### config.mk
export PLATFORM = sky130hd
export DESIGN_NAME = wide_add_sequencer
export DESIGN_NICKNAME = d
export VERILOG_FILES = /design/src/rtl/wide_add_sequencer.sv
export SDC_FILE = /design/constraint.sdc
export NUM_CORES = 1
export LEC_CHECK = 0
export ABC_AREA = 1
export ABC_CLOCK_PERIOD_IN_PS = 5500
export CORE_ASPECT_RATIO = 0.5
export CORE_MARGIN = 2
export CORE_UTILIZATION = 54
export DETAILED_ROUTE_END_ITERATION = 8
export GPL_TIMING_DRIVEN = 0
export PLACE_DENSITY = 0.95
export SLEW_MARGIN = 20
export SYNTH_ARGS = -nofsm -noshare
export SYNTH_HDL_FRONTEND = slang
export SYNTH_SLANG_ARGS = --single-unit
### constraint.sdc
create_clock -name clk -period 5.5 [get_ports clk]
set_input_delay 1.65 -clock clk [delete_from_list [all_inputs] [get_ports clk]]
set_output_delay 1.65 -clock clk [all_outputs]
set_load 0.03 [all_outputs]
### src/rtl/wide_add_sequencer.sv
// wide_add_sequencer: multi-cycle wide adder controller.
// Adds two W = N*K bit operands by time-multiplexing one N-bit adder_n
// slice over K cycles, least-significant slice first, with the ripple
// carry held in a register between slices. Valid/ready handshakes on
// both the operand side and the result side.
//
// Build option: define WIDE_ADD_SUB_EN to add the 'sub' port, which turns
// the operation into a - b (b inverted, carry-in forced to 1).

// Single N-bit ripple slice; the only adder in the design.
module adder_n #(
    parameter int N = 8
) (
    input  logic [N-1:0] a_i,
    input  logic [N-1:0] b_i,
    input  logic         c_i,
    output logic [N-1:0] s_o,
    output logic         c_o
);

    assign {c_o, s_o} = {1'b0, a_i} + {1'b0, b_i} + {{N{1'b0}}, c_i};

endmodule

module wide_add_sequencer #(
    parameter int N = 8,
    parameter int K = 4
) (
    input  logic             clk,
    input  logic             rst,
    input  logic             in_valid,
    output logic             in_ready,
    input  logic [N*K-1:0]   a,
    input  logic [N*K-1:0]   b,
    input  logic             c_in,
`ifdef WIDE_ADD_SUB_EN
    input  logic             sub,
`endif
    output logic             out_valid,
    input  logic             out_ready,
    output logic [N*K-1:0]   sum,
    output logic             c_out,
    output logic             overflow
);

    localparam int W     = N * K;
    localparam int CNT_W = (K > 1) ? $clog2(K) : 1;

    typedef enum logic [1:0] {
        IDLE,
        RUN,
        DONE
    } state_e;

    state_e           state_q;
    logic [W-1:0]     a_sh_q;
    logic [W-1:0]     b_sh_q;
    logic [W-1:0]     result_q;
    logic             carry_q;
    logic [CNT_W-1:0] cnt_q;
    logic             a_msb_q;
    logic             b_msb_q;
    logic             in_ready_q;
    logic             out_valid_q;
    logic             c_out_q;
    logic             overflow_q;

    logic [W-1:0]     a_sh_d;
    logic [W-1:0]     b_sh_d;
    logic [W-1:0]     result_d;
    logic [W-1:0]     b_eff;
    logic             c_init;
    logic [N-1:0]     slice_sum;
    logic             slice_co;
    logic             last_slice;

    // Effective B operand and initial carry; subtraction is a + ~b + 1.
`ifdef WIDE_ADD_SUB_EN
    assign b_eff  = sub ? ~b : b;
    assign c_init = sub ? 1'b1 : c_in;
`else
    assign b_eff  = b;
    assign c_init = c_in;
`endif

    adder_n #(.N(N)) u_slice (
        .a_i (a_sh_q[N-1:0]),
        .b_i (b_sh_q[N-1:0]),
        .c_i (carry_q),
        .s_o (slice_sum),
        .c_o (slice_co)
    );

    assign a_sh_d     = a_sh_q >> N;
    assign b_sh_d     = b_sh_q >> N;
    assign last_slice = (cnt_q == CNT_W'(K - 1));

    // Each slice result enters at the top of the result register, so after
    // K slices the least-significant slice has reached bit 0.
    generate
        if (K == 1) begin : g_single
            assign result_d = slice_sum;
        end else begin : g_multi
            assign result_d = {slice_sum, result_q[W-1:N]};
        end
    endgenerate

    // Control FSM and datapath registers, all outputs registered.
    always_ff @(posedge clk) begin
        // NOTE: sequential state uses non-blocking assignments so every
        // register samples pre-edge values regardless of statement order.
        if (rst) begin
            state_q     <= IDLE;
            a_sh_q      <= '0;
            b_sh_q      <= '0;
            result_q    <= '0;
            carry_q     <= 1'b0;
            cnt_q       <= '0;
            a_msb_q     <= 1'b0;
            b_msb_q     <= 1'b0;
            in_ready_q  <= 1'b1;
            out_valid_q <= 1'b0;
            c_out_q     <= 1'b0;
            overflow_q  <= 1'b0;
        end else begin
            case (state_q)
                IDLE: begin
                    if (in_valid) begin
                        a_sh_q     <= a;
                        b_sh_q     <= b_eff;
                        carry_q    <= c_init;
                        cnt_q      <= '0;
                        a_msb_q    <= a[W-1];
                        b_msb_q    <= b_eff[W-1];
                        in_ready_q <= 1'b0;
                        state_q    <= RUN;
                    end
                end
                RUN: begin
                    result_q <= result_d;
                    carry_q  <= slice_co;
                    a_sh_q   <= a_sh_d;
                    b_sh_q   <= b_sh_d;
                    cnt_q    <= cnt_q + CNT_W'(1);
                    if (last_slice) begin
                        out_valid_q <= 1'b1;
                        c_out_q     <= slice_co;
                        overflow_q  <= (a_msb_q == b_msb_q) &&
                                       (slice_sum[N-1] != a_msb_q);
                        state_q     <= DONE;
                    end
                end
                DONE: begin
                    if (out_ready) begin
                        out_valid_q <= 1'b0;
                        in_ready_q  <= 1'b1;
                        state_q     <= IDLE;
                    end
                end
                default: begin
                    out_valid_q <= 1'b0;
                    in_ready_q  <= 1'b1;
                    state_q     <= IDLE;
                end
            endcase
        end
    end

    assign in_ready  = in_ready_q;
    assign out_valid = out_valid_q;
    assign sum       = result_q;
    assign c_out     = c_out_q;
    assign overflow  = overflow_q;

endmodule

==> impl_summary.txt <==
----------------------------------------------------
[Status]
  Status ... complete, no violations

[Die]
  Y dimension of the die ... 68.6 um
  Boundary pin count ... 105
  Initial core utilization ... 55.9%
  Die width ... 133 um
  Total number of placement rows ... 23
  Core footprint ... 8060 sq um
  Full die area ... 9140 sq um

[STA]
  Post-layout minimum cycle time ... 3.06 ns
  RSZ-0062 raised after global routing ... no
  Actual slew at the worst max-slew pin ... 0.574 ns
  Achievable frequency ... 327 MHz
  Aggregate negative setup slack ... 0 ns
  Relative slew slack ... 61.7%
  Worst clock skew ... 0.00660 ns
  Hold_ws ... 0.463 ns
  Final critical-path setup slack ... 2.44 ns
  Setup-failing EPs final ... 0
  Max-slew violation total from the final report ... 0
  Final worst path period share ... 55.7%
  Number of hold-slack violations in the final timing report ... 0

[Place]
  Cell area after placement ... 5680 sq um
  # port buffers ... 103
  Worst setup timing slack at the placement stage ... 2.51 ns
  Post-DP HPWL ... 9260 um
  Cell Count Post-Placement ... 802
  Routability congestion estimate ... 0.870

[Setup path]
  CP endpoint kind ... primary output
  Crit path cell chain ... clkdlybuf4s50_1
  Slowest cell on the critical path ... clkdlybuf4s50_1
  Critical path start-end classification ... register to primary output
  Reg2reg setup slack ... 3.52 ns
  CP peak stage delay ... 0.70 ns
  Critical path data arrival time ... 1.41 ns
  CP Buf/Inv Count ... 1
  Critical Path Source Type ... register
  Critical path's top delay family ... buffers and inverters
  Required time of the critical path ... 3.85 ns
  Critical-path maximum fanout ... 3

[Synth]
  Flops & latches, synth ... 107
  Number of warning messages in the yosys log ... 0
  Post-synthesis async set-or-reset flop share ... 0%
  Area of the mapped netlist ... 4510 sq um
  Mapped Nets ... 666
  Leading register cell type out of synthesis ... dfxtp_1
  Synth cell types ... 33
  Share of synthesized area occupied by flip-flops and latches ... 47.5%
  Synth Area per Inst ... 7.68 sq um
  Number of synthesized flops with an enable pin ... 0
  Gate count of the mapped netlist ... 587

[Global routing]
  Vias in the first global route ... 4242
  Maximum number of pins on one net before global-route repair ... 17
  All-layer global routing usage ... 28.7%
  Wire length of the first global-routing pass ... 20300 um
  Initial antenna violation count ... 0
  Total congestion overflow after global routing ... 0

[Detailed routing]
  Pre-antenna DRT Iters ... 5
  Antenna-violating nets left ... 0
  Final wirelength ... 12800 um
  Iteration-0 DRC count of the detailed router ... 477
  Via total after detailed routing ... 4602
  Average wire per cell in the routed design ... 15.7 um
  Vias per cell ... 5.63
  Number of remaining DRC errors ... 0

[Cells and area]
  Utilization after layout ... 74.0%
  Area grow syn2layout ... 32.2%
  Post-route cell area ... 5960 sq um
  Most used cells in the layout excluding fill and tap cells ... nand2_1, dfxtp_1, clkdlybuf4s50_1
  # nets final ... 780
  Cell Count, Final, Fillers Out ... 818
  Diode count ... 0
  Layout cell share with drive strength beyond 1 ... 6.80%
  Most common cell after layout, fill and taps aside ... nand2_1

[Flow run]
  Max-cap violations ... 0

[Hold path]
  Worst hold path class ... register to register

[CTS]
  Root Buffer ... clkbuf_16
  CTS Buf Count ... 9
  Clk_lat worst skew ... 0.35 ns
  Post-CTS Hold Fix Bufs ... 0
  H-tree depth reported by CTS ... 3
  CTS clk-pin slew, worst paths ... 0.07 ns
  Clock tree from TritonCTS ... done
  Number of setup buffers added after CTS ... 0
  Maximum buffer depth of the clock tree ... 2
  Number of instances resized during post-cts repair ... 0
  Count of clock tree sinks ... 107

[Power]
  Power per cell area ... 321 nW/um^2
  Maximum ir drop on the vdd rail ... 0.211 mV
  Leakage power total ... 2.47 nW
  Power consumption ... 1.91 mW

----------------------------------------------------
metal layers:
metal	track usage (%)	routed length [um]	up-vias
met5	0	0	-
met4	12.1	349	0
met3	7.75	1250	36
met2	49.0	5830	270
met1	35.4	5400	2110
li1	-	-	2186
path summary, 6_finish.rpt:
| path | from | endpoint | cells after the start |
|---|---|---|---|
| worst max-delay path | sum[20] | sum[20] | 1 |
| worst min-delay path | a_sh_q[28] | a_sh_q[28] | 2 |
| worst max register to register | a_sh_q[0] | carry_q | 8 |
| worst min register to register | a_sh_q[28] | a_sh_q[28] | 2 |
registers in the layout, summed over array words and instances, names as in the netlist:
register / flops
a_msb_q: 1
a_sh_q: 32
b_msb_q: 1
b_sh_q: 32
c_out: 1
carry_q: 1
cnt_q: 2
in_ready: 1
out_valid: 1
overflow: 1
state_q: 2
sum: 32
final cells by class:
class,count,area (sq um)
Buffer,40,233
Multi-Input combinational cell,416,2030
Fill cell,590,2100
Clock inverter,4,25.0
Tap cell,112,140
Clock buffer,12,256
Timing Repair Buffer,103,1030
Sequential cell,107,2140
Inverter,24,100
cells by family after synthesis:
family          Yosys count  share of synthesized area (%)
flops                   107                           47.5
buf+inv                  64                           7.38
simple gates            238                           21.3
fa+ha+maj                10                           3.11
compound gates          165                           20.1
xor+xnor                  3                          0.583
power by group:
| group | internal (mW) | switching [mW] |
|---|---|---|
| Sequential | 0.846 | 0.0479 |
| Clock | 0.330 | 0.278 |
| Combinational | 0.173 | 0.238 |
worst reg2reg max path, cell delays in order (launching register included):
cell and delay [ns]:
dfxtp_1 0.34, fa_1 0.47, fa_1 0.42, nand3_1 0.14, nand2_1 0.10, nand4_1 0.08
nand3_1 0.11, a21oi_1 0.15, nor2_1 0.05
Yosys cell counts, types with 2 or more instances:
cell type / number / share of area, %
o211ai_1: 3 / 0.50
nand2_1: 155 / 13
buf_6: 6 / 1.5
o21ai_0: 79 / 8.8
xor2_1: 2 / 0.39
ha_1: 8 / 2.2
nand3_1: 12 / 1.3
dfxtp_1: 107 / 48
nor2_1: 63 / 5.2
buf_2: 12 / 1.3
a21oi_1: 30 / 3.3
inv_2: 2 / 0.17
clkbuf_1: 16 / 1.3
fa_1: 2 / 0.89
inv_1: 20 / 1.7
a31oi_1: 48 / 6.7
buf_4: 6 / 1.0
Note: power is estimated with default switching activity, not from simulation.
